==> src/rtl/pr_freelist_pkg.sv <==
// Shared constants and types for the physical-register free list.
package pr_freelist_pkg;

    localparam int PR_W         = 6;   // physical register index width
    localparam int PR_NUM       = 64;  // physical registers in the machine
    localparam int FL_DEPTH     = 32;  // free-list entries (PR_NUM minus architectural mappings)
    localparam int FL_PTR_W     = 6;   // ring index plus wrap bit
    localparam int FL_IDX_W     = FL_PTR_W - 1;
    localparam int FL_INIT_BASE = 32;  // first PR placed in the list after reset

    localparam int NUM_LANES    = 4;   // rename / commit / free width
    localparam int LANE_OFF_W   = 2;   // per-lane offset 0..3
    localparam int LANE_CNT_W   = 3;   // lane total 0..4

    typedef logic [PR_W-1:0]     pr_t;
    typedef logic [FL_PTR_W-1:0] fl_ptr_t;
    typedef logic [FL_IDX_W-1:0] fl_idx_t;

    // Advance a ring pointer by a lane count; the wrap bit toggles naturally.
    function automatic fl_ptr_t ptr_add(input fl_ptr_t p, input logic [LANE_CNT_W-1:0] n);
        return p + fl_ptr_t'(n);
    endfunction

endpackage

==> src/rtl/pr_freelist_fl_prefix4.sv <==
// Exclusive prefix count over four enables: each lane learns how many
// lower-numbered lanes are active, and the total active count is reported.
module fl_prefix4
    import pr_freelist_pkg::*;
(
    input  logic [NUM_LANES-1:0]                 en,
    output logic [NUM_LANES-1:0][LANE_OFF_W-1:0] lane_off,
    output logic [LANE_CNT_W-1:0]                total
);

    genvar gi;

    // Lane 0 never has anyone ahead of it.
    assign lane_off[0] = '0;

    // Each lane's offset is its predecessor's offset plus the predecessor's enable;
    // the largest offset is 3, so the 2-bit adder never overflows.
    generate
        for (gi = 0; gi < NUM_LANES - 1; gi++) begin : g_chain
            assign lane_off[gi+1] = lane_off[gi] + LANE_OFF_W'(en[gi]);
        end
    endgenerate

    // Total is the last lane's offset plus its own enable (0..4).
    assign total = LANE_CNT_W'(lane_off[NUM_LANES-1]) + LANE_CNT_W'(en[NUM_LANES-1]);

endmodule

==> src/rtl/pr_freelist.sv <==
// Physical-register free list for a 4-wide rename stage.
// Ring of FL_DEPTH PR indices with three pointers:
//   head        - next entry to hand out (speculative)
//   commit_head - next entry whose allocation has not yet committed
//   tail        - next slot to receive a freed PR
// A flush rewinds head to commit_head, returning every uncommitted
// allocation to the list without touching the stored entries.
module pr_freelist
    import pr_freelist_pkg::*;
#(
    parameter int PR_NUM   = pr_freelist_pkg::PR_NUM,
    parameter int FL_DEPTH = pr_freelist_pkg::FL_DEPTH
) (
    input  logic                       clk,
    input  logic                       rst,
    input  logic                       flush_stage4,

    input  logic                       inst0_alloc_req,
    input  logic                       inst1_alloc_req,
    input  logic                       inst2_alloc_req,
    input  logic                       inst3_alloc_req,
    output logic [$clog2(PR_NUM)-1:0]  inst0_dest_PR,
    output logic [$clog2(PR_NUM)-1:0]  inst1_dest_PR,
    output logic [$clog2(PR_NUM)-1:0]  inst2_dest_PR,
    output logic [$clog2(PR_NUM)-1:0]  inst3_dest_PR,
    output logic                       alloc_stall,

    input  logic                       commit0_en,
    input  logic                       commit1_en,
    input  logic                       commit2_en,
    input  logic                       commit3_en,

    input  logic                       free0_en,
    input  logic                       free1_en,
    input  logic                       free2_en,
    input  logic                       free3_en,
    input  logic [$clog2(PR_NUM)-1:0]  free0_PR,
    input  logic [$clog2(PR_NUM)-1:0]  free1_PR,
    input  logic [$clog2(PR_NUM)-1:0]  free2_PR,
    input  logic [$clog2(PR_NUM)-1:0]  free3_PR,

    output logic [FL_PTR_W-1:0]        free_count
);

    genvar gi;

    // Tail starts one full lap ahead of head: every entry is free after reset.
    localparam fl_ptr_t TAIL_RESET = fl_ptr_t'(FL_DEPTH);

    // ------------------------------------------------------------------
    // Lane bundling
    // ------------------------------------------------------------------
    logic [NUM_LANES-1:0] alloc_req;
    logic [NUM_LANES-1:0] commit_en;
    logic [NUM_LANES-1:0] free_en;
    pr_t                  free_pr [NUM_LANES];
    pr_t                  dest_pr [NUM_LANES];

    assign alloc_req = {inst3_alloc_req, inst2_alloc_req, inst1_alloc_req, inst0_alloc_req};
    assign commit_en = {commit3_en, commit2_en, commit1_en, commit0_en};
    assign free_en   = {free3_en, free2_en, free1_en, free0_en};

    assign free_pr[0] = free0_PR;
    assign free_pr[1] = free1_PR;
    assign free_pr[2] = free2_PR;
    assign free_pr[3] = free3_PR;

    assign inst0_dest_PR = dest_pr[0];
    assign inst1_dest_PR = dest_pr[1];
    assign inst2_dest_PR = dest_pr[2];
    assign inst3_dest_PR = dest_pr[3];

    // ------------------------------------------------------------------
    // Lane compaction: requests, commits and frees need not be contiguous,
    // so each active lane is packed against the lanes below it.
    // ------------------------------------------------------------------
    logic [NUM_LANES-1:0][LANE_OFF_W-1:0] alloc_off;
    logic [NUM_LANES-1:0][LANE_OFF_W-1:0] free_off;
    // Commits only move commit_head by their count; per-lane positions are not needed.
    logic [NUM_LANES-1:0][LANE_OFF_W-1:0] commit_off_unused;
    logic [LANE_CNT_W-1:0]                alloc_total;
    logic [LANE_CNT_W-1:0]                free_total;
    logic [LANE_CNT_W-1:0]                commit_total;

    fl_prefix4 u_alloc_prefix (
        .en       (alloc_req),
        .lane_off (alloc_off),
        .total    (alloc_total)
    );

    fl_prefix4 u_free_prefix (
        .en       (free_en),
        .lane_off (free_off),
        .total    (free_total)
    );

    fl_prefix4 u_commit_prefix (
        .en       (commit_en),
        .lane_off (commit_off_unused),
        .total    (commit_total)
    );

    // ------------------------------------------------------------------
    // Pointers and occupancy
    // ------------------------------------------------------------------
    fl_ptr_t head_reg,        head_next;
    fl_ptr_t commit_head_reg, commit_head_next;
    fl_ptr_t tail_reg,        tail_next;
    logic    alloc_stall_w;

    // Wrap-bit pointers make a full list (32) distinguishable from an empty one (0).
    assign free_count = tail_reg - head_reg;

    // All-or-nothing grant: stall whenever the group asks for more than is free.
    assign alloc_stall_w = (fl_ptr_t'(alloc_total) > free_count);
    assign alloc_stall   = alloc_stall_w;

    // Next-pointer selection: flush rewinds head past this cycle's commits,
    // otherwise head moves only on a full grant.
    always_comb begin
        commit_head_next = ptr_add(commit_head_reg, commit_total);
        tail_next        = ptr_add(tail_reg, free_total);
        head_next        = head_reg;
        if (flush_stage4) begin
            head_next = commit_head_next;
        end else if (!alloc_stall_w) begin
            head_next = ptr_add(head_reg, alloc_total);
        end
    end

    // Pointer registers; reset returns to a completely full list.
    always_ff @(posedge clk or posedge rst) begin
        if (rst) begin
            head_reg        <= '0;
            commit_head_reg <= '0;
            tail_reg        <= TAIL_RESET;
        end else begin
            head_reg        <= head_next;
            commit_head_reg <= commit_head_next;
            tail_reg        <= tail_next;
        end
    end

    // ------------------------------------------------------------------
    // Entry storage. Needs four combinational read ports and four write
    // ports per cycle plus a defined reset image, so it is a flop array
    // rather than a block RAM.
    // ------------------------------------------------------------------
    pr_t     entry_q   [FL_DEPTH];
    fl_idx_t free_slot [NUM_LANES];

    generate
        for (gi = 0; gi < NUM_LANES; gi++) begin : g_lane
            // Free lanes write consecutive slots starting at tail.
            assign free_slot[gi] = tail_reg[FL_IDX_W-1:0] + fl_idx_t'(free_off[gi]);

            // Read straight from the array: a PR freed this cycle is not
            // visible to rename until the write lands at the next edge.
            assign dest_pr[gi] = entry_q[head_reg[FL_IDX_W-1:0] + fl_idx_t'(alloc_off[gi])];
        end

        for (gi = 0; gi < FL_DEPTH; gi++) begin : g_entry
            logic entry_we;
            pr_t  entry_next;
            pr_t  entry_reg;

            // Slot write select: active free lanes target distinct slots, so at most one matches.
            always_comb begin
                entry_we   = 1'b0;
                entry_next = entry_reg;
                for (int k = 0; k < NUM_LANES; k++) begin
                    if (free_en[k] && (free_slot[k] == fl_idx_t'(gi))) begin
                        entry_we   = 1'b1;
                        entry_next = free_pr[k];
                    end
                end
            end

            // Entry register; reset loads the PRs that are not architecturally mapped.
            always_ff @(posedge clk or posedge rst) begin
                if (rst) begin
                    entry_reg <= pr_t'(FL_INIT_BASE + gi);
                end else if (entry_we) begin
                    entry_reg <= entry_next;
                end
            end

            assign entry_q[gi] = entry_reg;
        end
    endgenerate

endmodule
==> config.mk <==
export PLATFORM = sky130hd
export DESIGN_NAME = pr_freelist
export DESIGN_NICKNAME = d
export VERILOG_FILES = /design/src/rtl/pr_freelist_pkg.sv /design/src/rtl/pr_freelist_fl_prefix4.sv /design/src/rtl/pr_freelist.sv
export SDC_FILE = /design/constraint.sdc
export NUM_CORES = 1
export LEC_CHECK = 0
export ABC_CLOCK_PERIOD_IN_PS = 8350
export CORE_ASPECT_RATIO = 1.75
export CORE_UTILIZATION = 60
export DETAILED_ROUTE_END_ITERATION = 8
export GPL_TIMING_DRIVEN = 0
export HOLD_SLACK_MARGIN = 0.02
export PLACE_DENSITY = 0.84
export SYNTH_ARGS = -nofsm -noshare
export SYNTH_HDL_FRONTEND = slang
export SYNTH_SLANG_ARGS = --single-unit
==> constraint.sdc <==
create_clock -name clk -period 8.35 [get_ports clk]
set_input_delay 2.0875 -clock clk [delete_from_list [all_inputs] [get_ports clk]]
set_output_delay 2.0875 -clock clk [all_outputs]
set_load 0.01 [all_outputs]
==> metrics.md, run 1 <==
| Metric | Value |
|---|---|
| Synth top area cells | mux4_2 24%, dfstp_2 13%, dfrtp_1 11%, mux2_2 4.8%, nand2_1 4.3% |
| Mapped Nets | 2424 |
| Last stage | global routing (5_1_grt) |
| Count leader, synth | nand2_1 |
| Hold_buf cts | 0 |
| Post-synthesis average cell area | 9.71 um^2 |
| CTS Buffer Depth | 3 |
| TritonCTS Buffers | 21 |
| Yosys warnings | 0 |
| Synth cell types | 87 |
| Share of the synthesized area in the top cell type | 0.237 |
| Num rows | 94 |
| Post-DP HPWL | 91900 um |
| Synthesized area | 0.0228 mm^2 |
| Vias in the first global route | 25.6k |
| Initial Utilization | 0.607 |
| Die Ht | 260 um |
| Ys flop type | dfstp_2 |
| Io pins | 70 |
| Largest net degree at the start of global routing | 119 |
| Asr flop ratio synth | 1.00 |
| Seq cells post-synth | 210 |
| Number of synthesized flops with an enable pin | 0 |
| Clock sinks | 210 |
| First-pass GRT wire length | 193000 um |
| Err | [ERROR GRT-0116] Global routing finished with congestion. Check the congestion regions in the DRC Viewer. |
| H-tree depth | 1 |
| Run status | did not finish |
| Remaining global-route overflow | 158 |
| Cell taking the most area after synthesis | mux4_2 |
| Synth top cells by count | 258 x nand2_1, 246 x nor2_1, 240 x mux4_2 |
| CTS Root Cell | clkbuf_16 |
| Post-Synthesis Cells | 2344 |
| Placer Congestion | 1.36 |
| Seq/Total Area, Yosys | 0.237 |
| Port buffer count | 61 |
| Die Width | 149 um |
| Tot GR Track Use | 0.698 |
| Postcts setup bufs | 0 |
cell families after synthesis:
logic type,count (synthesis),synth area share
flops,210,0.237
fa+ha+maj,41,0.0268
compound gates,753,0.248
buf+inv,283,0.0497
mux,358,0.295
xor+xnor,25,0.0104
simple gates,674,0.133
what timing repair did:
| action | CTS |
|---|---|
| endpoints found under the setup margin | 19 |
| resized for setup | 50 |
| endpoints found under the hold margin | 0 |
routing by layer:
layer,overflow,track usage
met2,75,0.894
met5,0,0.0526
met3,2,0.479
met4,81,0.663
met1,0,0.741
metrics by stage:
step	setup WS (ns)	std cells	utilization	setup TNS (ns)	instance area, um^2
3_3_place_gp	-1.70	2885	0.639	-169.01	24000
4_1_cts	0.00306	2923	0.661	0	24800
3_5_place_dp	-0.882	2886	0.640	-9.43	24000
2_1_floorplan	0.712	2344	-	0	22800
==> run 2, diff against run 1 <==
Settings changed: CORE_ASPECT_RATIO 1.75 to not set, CORE_UTILIZATION 60 to 40, HOLD_SLACK_MARGIN 0.02 to not set, PLACE_DENSITY 0.84 to not set, PLACE_DENSITY_LB_ADDON set to 0.15.
==> metrics.md, run 2 <==
| Metric | Value |
|---|---|
| Run status | complete, but fails checks |
| Failing checks | capacitance limit, slew limit |
| Clk pin slew, worst setup/hold paths | 0.06 ns |
| Routed Antenna Nets | 0 |
| WL/cell | 41.0 um |
| Initial antenna violation count | 9 |
| Seq cells post-synth | 210 |
| DR vias/cell | 7.42 |
| Critical path required time | 6.26 ns |
| Mapped Nets | 2424 |
| CP max-delay cell | fa_2 |
| Startpoint Class | primary input |
| Synth cell types | 87 |
| Worst vdd ir | 0.470 mV |
| Max reg flops | 192 |
| Reg power frac | 0.192 |
| H-tree depth | 1 |
| Yosys warnings | 0 |
| CTS Buffer Depth | 3 |
| Layout overhead on the synthesized area | 11.5% |
| Seq/Total Area, Yosys | 0.237 |
| Fillers | 5488 |
| Remaining global-route overflow | 0 |
| Die ar. | 0.0579 mm^2 |
| Layout Skew | 0.0315 ns |
| TritonCTS Buffers | 24 |
| Hold_buf cts | 0 |
| Sw Share | 0.506 |
| Max_cap viols | 5 |
| Pre-Repair DR Iteration Count | 9 |
| Crit. End Element | output pin |
| Combinational fraction of design power | 0.729 |
| Share of cells above drive strength 1 | 0.257 |
| Fmax | 121 MHz |
| Io pins | 70 |
| DRC | 0 |
| Post-DP HPWL | 105000 um |
| Synth top area cells | mux4_2 24%, dfstp_2 13%, dfrtp_1 11%, mux2_2 4.8%, nand2_1 4.3% |
| Routed via count | 23.9k |
| Most frequent cells in the layout | 258 x nand2_1, 246 x nor2_1, 240 x mux4_2 |
| Hold Fails Final Rpt | 0 |
| Setup Crit Path Kind | in2out |
| CTS tree | done |
| Total power | 13.9 mW |
| Final period util | 0.992 |
| Final Max Tran Viols | 8 |
| Post-synthesis average cell area | 9.71 um^2 |
| Worst Path Max Fanout | 10 |
| Hold Path Class | reg2reg |
| Final Net Count | 2517 |
| Vias in the first global route | 21.5k |
| Commonest non-fill, non-tap cell in the layout | nand2_1 |
| Die Ht | 241 um |
| Largest net degree at the start of global routing | 120 |
| Clock sinks | 210 |
| Ys flop type | dfstp_2 |
| Critical path, cell by cell | clkdlybuf4s50_1, fa_1, ha_1, inv_1, fa_2, buf_8, buf_6, mux4_2, mux4_2, mux2_2, clkdlybuf4s50_1 |
| CP arrival | 6.19 ns |
| Switching Power | 7.04 mW |
| Leakage | 8.84 nW |
| Slew Limit Headroom | -0.0762 |
| Num rows | 87 |
| Worst-Skew Late Latency | 0.55 ns |
| Tmin final | 8.28 ns |
| Port buffer count | 61 |
| Initial Utilization | 0.405 |
| Placer Congestion | 1.12 |
| Asr flop ratio synth | 1.00 |
| Post-Synthesis Cells | 2344 |
| Setup violators final | 0 |
| Count leader, synth | nand2_1 |
| Clock share of power | 0.079 |
| Synth top cells by count | 258 x nand2_1, 246 x nor2_1, 240 x mux4_2 |
| Final wirelength | 132000 um |
| Tot GR Track Use | 0.453 |
| Initial DRC count | 3813 |
| RSZ-0062 raised after global routing | true |
| Synthesized area | 0.0228 mm^2 |
| Core area | 0.0563 mm^2 |
| Max incr delay on CP | 0.63 ns |
| Setup TNS | 0 ns |
| CTS Root Cell | clkbuf_16 |
| Cell taking the most area after synthesis | mux4_2 |
| Worst-margin pin slew | 1.59 ns |
| Power Density | 548 mW/mm^2 |
| Internal | 6.88 mW |
| Number of synthesized flops with an enable pin | 0 |
| Share of the synthesized area in the top cell type | 0.237 |
| Die Width | 241 um |
| First-pass GRT wire length | 178000 um |
run 2: cell counts after synthesis:
Identical to the previous run, type by type.
run 2: logic make-up (layout without fill, tap and decap cells):
kind of cell / count (synthesis) / count (layout) / synth area share
flip-flops: 210 / 210 / 0.237
AO/OA/AOI/OAI: 753 / 753 / 0.248
AND/OR/NAND/NOR: 674 / 674 / 0.133
other: 0 / 4 / 0
multiplexers: 358 / 358 / 0.295
buffers and inverters: 283 / 394 / 0.0497
XOR/XNOR: 25 / 25 / 0.0104
adder cells (fa/ha/maj): 41 / 41 / 0.0268
run 2: routing by layer:
layer / up-vias / track usage / wire length [um]
met5: - / 0.0337 / 314
met4: 10 / 0.250 / 9140
met3: 426 / 0.168 / 18000
met2: 1982 / 0.626 / 52800
met1: 11900 / 0.604 / 51500
li1: 9541 / - / -
run 2: final cells by class:
type / instances / area, um^2 / share of cell area
Antenna cell: 4 / 10.0 / 0.000394
Buffer: 239 / 1090 / 0.0428
Clock buffer: 34 / 739 / 0.0291
Tap cell: 756 / 946 / 0.0373
Timing Repair Buffer: 68 / 673 / 0.0265
Inverter: 43 / 169 / 0.00666
Sequential cell: 210 / 5400 / 0.213
Clock inverter: 10 / 92.6 / 0.00365
Multi-Input combinational cell: 1851 / 16300 / 0.641
run 2: path summary, 6_finish.rpt:
check                                        startpoint                                   end  slack [ns]  cells after the start
max                                     inst0_alloc_req                      inst3_dest_PR[3]        0.07                     11
min                        commit_head_reg[5]$_DFF_PP0_          commit_head_reg[5]$_DFF_PP0_        0.48                      1
max reg2reg                       tail_reg[1]$_DFF_PP0_  g_entry[18].entry_reg[3]$_DFFE_PP0P_        2.52                      9
min reg2reg                commit_head_reg[5]$_DFF_PP0_          commit_head_reg[5]$_DFF_PP0_        0.48                      1
max in group asynchronous                           rst                 tail_reg[2]$_DFF_PP0_        5.16                      3
min in group asynchronous                           rst          commit_head_reg[3]$_DFF_PP0_        2.08                      2
run 2: critical path, delay by kind of cell:
family	cells	cell delay, ns
adders and majority gates	3	1.44
buffers and inverters	5	1.49
muxes	3	1.17
run 2: power groups by stage:
stage | Combinational, mW | Clock (mW) | Sequential [mW]
after global placement | 9.57 | 0 | 2.56
after CTS | 9.71 | 1.11 | 2.60
after detailed placement | 9.63 | 0 | 2.62
after global routing | 10.4 | 1.15 | 2.70
after floorplan | 6.23 | 0 | 2.13
final | 10.1 | 1.10 | 2.67
run 2: per-stage QoR:
stage           util  std cells  area [um^2]  setup slack (ns)  hold slack (ns)
3_3_place_gp   0.432       3161        24300             -2.23            0.456
3_5_place_dp   0.433       3163        24400            -0.944            0.467
6_report       0.451       3215        25400            0.0701            0.479
2_1_floorplan      -       2344        22800             0.712            0.436
4_1_cts        0.449       3207        25300           0.00527            0.479
5_1_grt        0.451       3211        25400           -0.0198            0.490
run 2: what timing repair did:
| action | CTS | global route |
|---|---|---|
| gates resized for setup | 44 | 29 |
| pin swaps | 0 | 0 |
| endpoints found under the setup margin | 18 | 19 |
| buffers inserted | 0 | 0 |
No activity file was read; power rests on OpenSTA's default activity.
==> run 3, diff against run 2 <==
Settings changed: GPL_ROUTABILITY_DRIVEN set to 0.
==> metrics.md, run 3 (same netlist as run 2, synthesis figures left out) <==
| Metric | Value |
|---|---|
| Clk pin slew, worst setup/hold paths | 0.05 ns |
| Remaining global-route overflow | 0 |
| Die Width | 241 um |
| Layout overhead on the synthesized area | 11.8% |
| Cell count after placement | 3162 |
| Most frequent cells in the layout | 258 x nand2_1, 246 x nor2_1, 240 x mux4_2 |
| Failing checks | capacitance limit |
| Core area | 0.0563 mm^2 |
| Fin area | 0.0255 mm^2 |
| R2r setup slk | 2.79 ns |
| Slew Limit Headroom | 0.0130 |
| Setup Crit Path Kind | in2out |
| Multi-input gate area | 0.0162 mm^2 |
| Layout Skew | 0.0258 ns |
| Critical path, cell by cell | clkdlybuf4s50_1, fa_1, ha_1, clkdlybuf4s15_2, buf_2, mux4_2, mux4_2, mux2_2, clkdlybuf4s50_1 |
| DRC | 0 |
| Die Ht | 241 um |
| Critical path required time | 6.26 ns |
| First-pass GRT wire length | 164000 um |
| Hold Path Class | reg2reg |
| Max incr delay on CP | 0.52 ns |
| Min-Delay Endpoint | commit_head_reg[5]$_DFF_PP0_ |
| Clock sinks | 210 |
| Initial DRC count | 4423 |
| Crit-path leading delay family | buffers and inverters |
| Crit. End Element | output pin |
| RSZ-0062 raised after global routing | false |
| CTS Root Cell | clkbuf_16 |
| Worst hold path depth | 1 |
| Final Max Tran Viols | 0 |
| Tmin final | 8.28 ns |
| Hold Fails Final Rpt | 0 |
| Final Net Count | 2516 |
| Leakage | 8.90 nW |
| Fin cells | 3216 |
| DR vias/cell | 7.44 |
| Largest net degree at the start of global routing | 136 |
| DP Area | 0.0244 mm^2 |
| WL/cell | 36.9 um |
| Vias in the first global route | 21.7k |
| Worst vdd ir | 0.433 mV |
| Num rows | 87 |
| Worst-margin pin slew | 1.44 ns |
| Initial Utilization | 0.405 |
| Fin Hold WS | 0.458 ns |
| Commonest non-fill, non-tap cell in the layout | nand2_1 |
| Pre-CTS WS | -0.961 ns |
| Power Density | 547 mW/mm^2 |
| Port buffer count | 61 |
| Initial antenna violation count | 8 |
| Fmax | 121 MHz |
| Io pins | 70 |
| Setup violators final | 0 |
| CTS tree | done |
| H-tree depth | 1 |
| Worst R2R Start | tail_reg[1]$_DFF_PP0_ |
| Run status | complete, but fails checks |
| Tot GR Track Use | 0.408 |
| Startpoint Class | primary input |
| Die ar. | 0.0579 mm^2 |
| Final period util | 0.992 |
| Worst Path Max Fanout | 10 |
| Max reg flops | 192 |
| Pre-Repair DR Iteration Count | 8 |
| Sequential cell area | 0.00540 mm^2 |
| Reg2Reg Depth | 9 |
| Share of cells above drive strength 1 | 0.255 |
| Routed via count | 23.9k |
| Max_cap viols | 1 |
| Crit path buf inv count | 4 |
| Routed Antenna Nets | 0 |
| Final wirelength | 119000 um |
| PnR worst setup slack | 0.0659 ns |
| Worst-Skew Late Latency | 0.60 ns |
| FF-to-FF End | g_entry[23].entry_reg[4]$_DFFE_PP1P_ |
| CP max-delay cell | clkdlybuf4s50_1 |
| Fillers | 5388 |
| TritonCTS Buffers | 28 |
| CP arrival | 6.20 ns |
| CTS Buffer Depth | 3 |
| Min-delay src | commit_head_reg[5]$_DFF_PP0_ |
| Post-DP HPWL | 93300 um |
| Postcts setup bufs | 0 |
run 3: cell count changes in the layout (fill, tap and decap cells not counted), sizes merged, moves of 2 or more:
cell      before  now
clkinvlp       4    2
bufinv         1    4
diode          4    2
inv           44   47
buf           65   63
run 3: per-stage QoR:
stage	total power, mW	util	TNS, ns
after global routing	14.3	0.452	0
after CTS	13.4	0.452	0
final	13.9	0.453	0
after detailed placement	12.0	0.433	-9.39
after global placement	11.8	0.432	-226.72
after floorplan	8.36	-	0
run 3: worst max-delay path by stage:
| stage | start | end | slack, ns | depth (start not counted) |
|---|---|---|---|---|
| 2_1_floorplan | rst | commit_head_reg[0]$_DFF_PP0_ | 0.71 | 1 |
| 3_3_place_gp | rst | g_entry[2].entry_reg[4]$_DFFE_PP0P_ | -2.27 | 2 |
| 4_1_cts | inst0_alloc_req | inst3_dest_PR[3] | 0.001 | 11 |
| 5_1_grt | inst1_alloc_req | inst3_dest_PR[1] | 0.01 | 9 |
| 6_report | inst1_alloc_req | inst3_dest_PR[1] | 0.07 | 9 |
| 3_5_place_dp | inst0_alloc_req | inst3_dest_PR[3] | -0.96 | 11 |
run 3: where the power goes:
| group | internal [mW] | leakage, nW | switching (mW) |
|---|---|---|---|
| Sequential | 1.75 | 2.31 | 0.938 |
| Clock | 0.782 | 0.477 | 0.526 |
| Combinational | 4.47 | 6.11 | 5.47 |
run 3: area by class of cell:
class	instances	area share
Sequential cell	210	0.212
Inverter	43	0.00663
Clock buffer	37	0.0305
Clock inverter	15	0.00801
Tap cell	756	0.0371
Multi-Input combinational cell	1851	0.638
Timing Repair Buffer	63	0.0254
Buffer	239	0.0423
Antenna cell	2	0.000197
run 3: what timing repair did:
item | CTS | global route
endpoints found under the setup margin | 18 | 19
hold endpoints to repair | 0 | 0
hold buffers | 0 | 0
resized for setup | 38 | 34
run 3: metal layers:
layer  wire (um)  up-vias  global-route usage
met2       46300     2286               0.562
li1            -     9520                   -
met5          40        -                   0
met4       11500        6               0.286
met3       18400      613               0.174
met1       42600    11500               0.512
